[config.mk]
export PLATFORM = sky130hd
export DESIGN_NAME = string_note_matcher
export DESIGN_NICKNAME = d
export VERILOG_FILES = /design/src/rtl/gh_pkg.sv /design/src/rtl/string_note_matcher_score_accum.sv /design/src/rtl/string_note_matcher.sv
export SDC_FILE = /design/constraint.sdc
export NUM_CORES = 1
export LEC_CHECK = 0
export ABC_AREA = 1
export CAP_MARGIN = 20
export CORE_MARGIN = 4
export CORE_UTILIZATION = 40
export DETAILED_ROUTE_END_ITERATION = 8
export GPL_TIMING_DRIVEN = 0
export PLACE_DENSITY = 0.74
export SYNTH_ARGS = -nofsm -noshare
export SYNTH_HDL_FRONTEND = slang
export SYNTH_SLANG_ARGS = --single-unit
[constraint.sdc]
create_clock -name clk65 -period 4.5 [get_ports clk65]
set_input_delay 0.9 -clock clk65 [delete_from_list [all_inputs] [get_ports clk65]]
set_output_delay 0.9 -clock clk65 [all_outputs]
set_load 0.01 [all_outputs]
[src/rtl/gh_pkg.sv]
// Shared types and constants for the per-string note judging logic.
package gh_pkg;

  localparam int unsigned SONG_TIME_W    = 16;
  localparam int unsigned FRET_W         = 5;
  localparam int unsigned SCORE_W        = 16;
  localparam int unsigned STREAK_W       = 8;
  localparam int unsigned DEF_WINDOW     = 8;
  localparam int unsigned DEF_HIT_POINTS = 10;

  typedef enum logic [1:0] {
    ST_FETCH = 2'd0,
    ST_WAIT  = 2'd1,
    ST_ARMED = 2'd2,
    ST_DONE  = 2'd3
  } state_t;

  // Multiplier tier from the streak: min(streak >> 3, 3).
  function automatic logic [1:0] streak_tier(input logic [STREAK_W-1:0] streak);
    logic [STREAK_W-1:0] eighths;
    eighths = streak >> 3;
    return (eighths > STREAK_W'(3)) ? 2'd3 : eighths[1:0];
  endfunction

endpackage

[src/rtl/string_note_matcher_score_accum.sv]
// Streak counter and saturating score accumulator driven by hit/break events.
module score_accum
  import gh_pkg::*;
#(
  parameter int unsigned HIT_POINTS = DEF_HIT_POINTS
) (
  input  logic                clk,
  input  logic                rst_n,
  input  logic                hit,
  input  logic                break_streak,
  output logic [SCORE_W-1:0]  score,
  output logic [STREAK_W-1:0] streak
);

  logic [2:0]  mult;
  logic [31:0] incr;
  logic [31:0] sum;
  logic [SCORE_W-1:0] score_next;

  // Multiplier uses the streak as it stood before this hit.
  always_comb begin
    mult       = 3'd1 + {1'b0, streak_tier(streak)};
    incr       = HIT_POINTS * 32'(mult);
    sum        = 32'(score) + incr;
    score_next = ((sum >> SCORE_W) != 32'd0) ? '1 : sum[SCORE_W-1:0];
  end

  always_ff @(posedge clk or negedge rst_n) begin
    if (!rst_n) begin
      score  <= '0;
      streak <= '0;
    end else if (hit) begin
      score <= score_next;
      if (streak != '1) begin
        streak <= streak + STREAK_W'(1);
      end
    end else if (break_streak) begin
      streak <= '0;
    end
  end

endmodule

[src/rtl/string_note_matcher.sv]
// Judges plucks on one string against its note chart: hit/miss/bad-pluck pulses and score.
module string_note_matcher
  import gh_pkg::*;
#(
  parameter int unsigned WINDOW     = DEF_WINDOW,
  parameter int unsigned HIT_POINTS = DEF_HIT_POINTS,
  parameter int unsigned ADDR_W     = 5,
  parameter int unsigned NUM_NOTES  = 32
) (
  input  logic                   clk65,
  input  logic                   reset_n,
  input  logic [SONG_TIME_W-1:0] song_time,
  input  logic                   pluck,
  input  logic [FRET_W-1:0]      pluck_fret,
  output logic [ADDR_W-1:0]      note_addr,
  input  logic [SONG_TIME_W-1:0] note_time,
  input  logic [FRET_W-1:0]      note_fret,
  output logic                   match_en,
  output logic [FRET_W-1:0]      match_fret,
  output logic [SONG_TIME_W-1:0] match_time,
  output logic                   miss,
  output logic                   bad_pluck,
  output logic [SCORE_W-1:0]     score,
  output logic [STREAK_W-1:0]    streak,
  output logic                   done
);

  localparam logic [16:0]       WIN17     = 17'(WINDOW);
  localparam logic [ADDR_W-1:0] LAST_ADDR = ADDR_W'(NUM_NOTES - 1);

  state_t                 state;
  logic [SONG_TIME_W-1:0] cur_time;
  logic [FRET_W-1:0]      cur_fret;

  logic [16:0] cur17;
  logic [16:0] song17;
  logic [16:0] win_hi;
  logic [16:0] win_lo;
  logic        in_window;
  logic        armed;
  logic        hit_now;
  logic        bad_now;
  logic        expire_now;
  logic        advance;

  // 17-bit compare so cur_time+WINDOW never wraps; lower bound clamps at zero.
  always_comb begin
    cur17      = {1'b0, cur_time};
    song17     = {1'b0, song_time};
    win_hi     = cur17 + WIN17;
    win_lo     = (cur17 >= WIN17) ? (cur17 - WIN17) : '0;
    in_window  = (song17 >= win_lo) && (song17 <= win_hi);
    armed      = (state == ST_ARMED);
    hit_now    = armed && pluck && (pluck_fret == cur_fret) && in_window;
    bad_now    = armed && pluck && !hit_now;
    expire_now = armed && (song17 > win_hi) && !hit_now;
    advance    = hit_now || expire_now;
  end

  always_ff @(posedge clk65 or negedge reset_n) begin
    if (!reset_n) begin
      state      <= ST_FETCH;
      note_addr  <= '0;
      cur_time   <= '0;
      cur_fret   <= '0;
      match_en   <= 1'b0;
      match_fret <= '0;
      match_time <= '0;
      miss       <= 1'b0;
      bad_pluck  <= 1'b0;
      done       <= 1'b0;
    end else begin
      match_en  <= 1'b0;
      miss      <= 1'b0;
      bad_pluck <= 1'b0;
      case (state)
        ST_FETCH: begin
          state <= ST_WAIT;
        end
        ST_WAIT: begin
          cur_time <= note_time;
          cur_fret <= note_fret;
          // A zero time past the first slot marks the end of the chart.
          if ((note_time == '0) && (note_addr != '0)) begin
            state <= ST_DONE;
            done  <= 1'b1;
          end else begin
            state <= ST_ARMED;
          end
        end
        ST_ARMED: begin
          match_en  <= hit_now;
          bad_pluck <= bad_now;
          miss      <= expire_now;
          if (hit_now) begin
            match_fret <= cur_fret;
            match_time <= cur_time;
          end
          if (advance) begin
            if (note_addr == LAST_ADDR) begin
              state <= ST_DONE;
              done  <= 1'b1;
            end else begin
              note_addr <= note_addr + ADDR_W'(1);
              state     <= ST_FETCH;
            end
          end
        end
        ST_DONE: begin
          state <= ST_DONE;
        end
        default: begin
          state <= ST_FETCH;
        end
      endcase
    end
  end

  score_accum #(
    .HIT_POINTS (HIT_POINTS)
  ) u_score_accum (
    .clk          (clk65),
    .rst_n        (reset_n),
    .hit          (hit_now),
    .break_streak (bad_now || expire_now),
    .score        (score),
    .streak       (streak)
  );

endmodule

======== Word level (Yosys, flattened, before mapping) ========
Index checks and enable logic that the tools add are counted.
operators by class
  add/subtract/negate cells ............... 6
  multipliers ............................. 1
  magnitude comparators ................... 5
  eq/ne operators ......................... 10
  mux-type cells .......................... 17
  bitwise gates (word level) .............. 1
  reductions and logical operators ........ 21
operators by type and width
  cell                   number
  $reduce_bool 32->1     1
  $mux 8                 3
  $add 16x4->17 const B  1
  $add 16x7->17          1
  $ge 16x17->1           1
  $gt 16x17->1           1
  $le 16x17->1           1
  $mux 17                1
  $sub 16x4->17 const B  1
  $ge 16x4->1 const B    1
  $logic_not 16->1       1
  $mux 16                1
  $add 8x1->8 const B    1
  $logic_and 1x1->1      8
  $ne 8x8->1 const B     1
  $pmux 2 s4             1
  $mux 1                 7
  $mul 3x3->6 const A    1
  $mux 2                 3
  $ne 2x1->1 const B     3
  $add 5x1->5 const B    1
  $eq 5x5->1             1
  $eq 5x5->1 const B     1
  $gt 5x2->1 const B     1
  14 further kinds       18
word-level totals
  bits in registers ....................... 77
  input bits .............................. 45
  output and inout port bits .............. 54
  logic and storage cells ................. 73

======== Logic depth before layout (Yosys ltp) ========
  word-level depth ........................ 10
  mapped depth ............................ 27
  mapped depth without buffers ............ 24

======== By module ========
A second synthesis with hierarchy kept.
unflattened totals
  cells, all modules ...................... 687
  area, all modules ....................... 5,377.7 µm²
by module, submodules not included
  module               instances  cells an instance  area an instance (µm²)  seq. area each (µm²)
  string_note_matcher  1          468                3,728.6                 1,326.3
  score_accum          1          219                1,649.1                 600.6

======== Worst setup path after synthesis ========
OpenSTA, ideal clock, no wires.
  path kind ............................... reg-to-reg
  start point ............................. register cur_time[3]
  end point ............................... register u_score_accum.score[7]
  library setup time ...................... 0.126 ns
  arrival time ............................ 3.098 ns
  required time ........................... 4.374 ns
  slack ................................... 1.276 ns
  stages on the path, launching flop included .. 19
  path buffers ............................ 2
  clock period less this slack ............ 3.224 ns
  path through ............................ dfrtp_1 inv_2 ha_1 nand2_1 nor2_1 inv_1 nor4_1 nand3_1 nor2_1 o21ai_0 ha_1 nor2_1 nor4_1 and3_4 nand3_2 buf_6 buf_6 o21ai_1 nand3_1
on the way
  word-level cells in the longest chain between the ends .. 5
  elaborated cells on any way between the ends .. 8
  those cells by class .................... add/sub: 2; order compare: 3; mux: 1; reduce/logical: 2
ends and longest elaborated chain
  element                                       line                                   source
  start, declared                               string_note_matcher.sv:32              logic [SONG_TIME_W-1:0] cur_time;
  start signal, assigned                        string_note_matcher.sv:81              cur_time <= note_time;
  $sub 16x4->17 or $ge 16x4->1 (tied branches)  string_note_matcher.sv:51              win_lo = (cur17 >= WIN17) ? (cur17 - WIN17) : '0;
  $mux 17                                       string_note_matcher.sv:51
  $ge 16x17->1                                  string_note_matcher.sv:52              in_window = (song17 >= win_lo) && (song17 <= win_hi);
  $logic_and 1x1->1 (*)                         string_note_matcher.sv:52
  $logic_and 1x1->1 (*)                         string_note_matcher.sv:54              hit_now = armed && pluck && (pluck_fret == cur_fret) && in_window;
  end signal, assigned                          string_note_matcher_score_accum.sv:33  score <= score_next;
  end, declared                                 string_note_matcher_score_accum.sv:11  output logic [SCORE_W-1:0] score,
Every way passes the cells marked *; elsewhere a longest branch is shown, timed or not.
A chain may end at the register's enable or synchronous reset.

======== Final worst setup path ========
Same ends and word-level chain as after synthesis.

==> flow_metrics.tcl <==
set metrics [dict create \
    cts_resized 0 \
    core_mm2 0.0132 \
    drive_gt1_frac 0.0703 \
    skew_ns 0.00809 \
    root_buffer "clkbuf_16" \
    clkTransAtPathRegs_ns 0.06 \
    clk_latency_ns 0.35 \
    boundaryPins 99 \
    gp_congestion 0.919 \
    drc 0 \
    crit_end "u_score_accum.score[7]" \
    post-route-period-util 0.883 \
    drt_iter0_markers 401 \
    port_buffers 98 \
    seqPwrFrac 0.435 \
    outcome "finished, final reports clean" \
    synth_common_cells "nand2_1, inv_1, dfrtp_1, nor2_1, nand3_1" \
    ys_async_sr_fraction 1.00 \
    cts.sinks 77 \
    synth_area_leaders "dfrtp_1, nand2_1, ha_1, inv_1, nand3_1" \
    syn2layout_area_growth_pct 28.4 \
    synth_top_cell_by_area "dfrtp_1" \
    grt_max_degree 41 \
    vias_per_cell 5.03 \
    grt_use_total 0.186 \
    cp.required_ns 4.78 \
    rows 42 \
    worstPathArrival_ns 4.25 \
    maxSlewViolCount 0 \
    maxSlewHeadroom 0.562 \
    initial_utilization 0.409 \
    synth-seq-area-share 0.356 \
    r2r_start "cur_time[3]" \
    power.share.clock 0.501 \
    ir_worst_vdd_uv 137 \
    rsz0062_at_grt "false" \
    syn-num-nets 817 \
    finalSetupViolCount 0 \
    reg2regPathDepth 18 \
    synth_edf_count 0 \
    syn_area_per_cell_um2 7.48 \
    period_needed_ns 3.97 \
    power.total_mw 1.59 \
    hpwl_mm 11.4 \
    p_sw_mw 0.357 \
    die_y_um 124 \
    final-hold-violation-count 0 \
    cts_tree "yes" \
    die-area_mm2 0.0155 \
    hp-class "flop to flop" \
    wirelength_mm 14.2 \
    num_antenna_cells 0 \
    max_slew.worst_pin.slew_ns 0.651 \
    endpoint_kind "flop" \
    cts_buffers 9 \
    die_x_um 124 \
    crit_start "cur_time[3]" \
    synth_seq_cells 77 \
    drv_cap 0 \
    crit_path_frequent_cell "nor2_1" \
    layout.nets 927 \
    vias 5105 \
    ctsHoldBuffers 0 \
    cellLeakagePower_nw 3.54 \
    crit_type "flop to flop" \
    cts_max_level 3 \
    dr.pass1.iters 5 \
    crit_fanout 10 \
    num-fill-cells 1285 \
    grt_pass1_wl_mm 23.5 \
    reg2reg_slack_ns 0.53 \
    p_sw_frac 0.225 \
    clockBufferDepth 2 \
    yosys.area.top_type_share 0.356 \
    crit_path_cell_trace "inv_2, ha_1, nand2_1, nor2_1, inv_1, nor4_1, nand3_1, nor2_1, o21ai_0, ha_1, nor2_1, nor4_1, and3_4, nand3_2, inv_2, buf_2, nand3b_1, nand3_1" \
    syn_area_mm2 0.00542 \
    cp_num_cells 18 \
    r2r_end "u_score_accum.score[7]" \
    pwr-share-comb 0.064 \
    wl_per_cell_um 13.9 \
    cpPeakStageDelay_ns 0.50 \
    power.density_mw_per_mm2 229 \
    cp_top_family "simple AND/OR/NAND/NOR gates" \
    postSynthCellCount 724 \
    postSynth.topFlopCell "dfrtp_1" \
    cp.buffers_inverters 4 \
    yosys.cell_count.top_type "nand2_1" \
    yosysWarnings 0 \
    ant_nets 0 \
    cell_internal_pwr_mw 1.23 \
    fin_util 0.525 \
    crit_path_start_kind "flop" \
    synth.distinct_cells 43 \
    slowest_stage "nor4_1" \
    grt_overflow 0 \
    timing.fmax_ghz 0.252 \
    grt_antenna_before_repair 0 \
    grt_pass1_vias 4847 \
    post-cts-setup-buffers 0 \
]
worst reg2reg max path, cell delays in order (launching register included):
cell,delay (ns)
dfrtp_1,0.47
inv_2,0.19
ha_1,0.26
nand2_1,0.07
nor2_1,0.12
inv_1,0.08
nor4_1,0.50
nand3_1,0.19
nor2_1,0.16
o21ai_0,0.13
ha_1,0.41
nor2_1,0.09
nor4_1,0.30
and3_4,0.25
nand3_2,0.10
inv_2,0.13
buf_2,0.26
nand3b_1,0.13
nand3_1,0.08
worst min-delay path by stage:
stage,start,endpoint,slack (ns),depth (start not counted)
2_1_floorplan,state[1],state[1],0.46,2
3_3_place_gp,u_score_accum.score[0],u_score_accum.score[0],0.45,2
3_5_place_dp,u_score_accum.score[0],u_score_accum.score[0],0.45,2
4_1_cts,u_score_accum.score[0],u_score_accum.score[0],0.47,2
5_1_grt,u_score_accum.score[0],u_score_accum.score[0],0.48,2
6_report,u_score_accum.score[0],u_score_accum.score[0],0.46,2
registers in the layout (all words and copies together), names as in the netlist, 2 cells and up:
| signal | flops |
|---|---|
| note_addr | 5 |
| match_fret | 5 |
| u_score_accum.score | 16 |
| match_time | 16 |
| state | 2 |
| cur_fret | 5 |
| u_score_accum.streak | 8 |
| cur_time | 16 |
metal layers:
layer,part of all wire,vias to the layer above,wire length (um),global-route usage
li1,-,2595,-,-
met1,0.46,2375,6440,0.241
met2,0.48,111,6740,0.310
met3,0.041,24,583,0.0334
met4,0.027,0,388,0.0709
met5,0,-,0,0
stage by stage:
step                      worst slack, ns  cells  TNS [ns]  hold slack, ns  area (um2)
after floorplan                      1.28    724         0           0.461        5420
after global placement             -0.311    998    -23.48           0.445        6620
after detailed placement            0.612    999         0           0.450        6640
after CTS                           0.581   1015         0           0.466        6960
after global routing               0.0470   1015         0           0.484        6960
final                               0.528   1015         0           0.462        6960
layout by cell type (no fill, tap or decap), types with 23 or more instances in the layout:
cell type,instances
o21ai_0,34
nand2_1,192
nor2_1,61
clkdlybuf4s50_1,97
xor2_1,23
inv_1,81
ha_1,47
dfrtp_1,77
o21ai_1,28
nand3_1,54
cell type report:
type	count	area, um2	share of cell area
Timing Repair Buffer	99	998	0.143
Sequential cell	77	1930	0.277
Multi-Input combinational cell	541	3060	0.439
Tap cell	176	220	0.0316
Inverter	90	338	0.0486
Clock inverter	7	96.3	0.0138
Clock buffer	9	225	0.0324
Buffer	16	95.1	0.0137
kinds of logic (layout without fill, tap and decap cells):
kind of cell    after synthesis  count (layout)  share of synthesized area
compound gates               89              89                     0.0868
xor+xnor                     28              28                     0.0453
fa+ha+maj                    48              48                      0.112
buf+inv                     106             221                     0.0799
flops                        77              77                      0.356
mux                           2               2                    0.00370
simple gates                374             374                      0.316
power groups by stage:
stage	clock network [mW]	logic [mW]	registers (mW)
2_1_floorplan	0	0.0333	0.705
3_3_place_gp	0	0.100	0.705
3_5_place_dp	0	0.103	0.705
4_1_cts	0.810	0.104	0.692
5_1_grt	0.835	0.116	0.692
6_report	0.796	0.102	0.692
(Power assumes the default switching activity.)
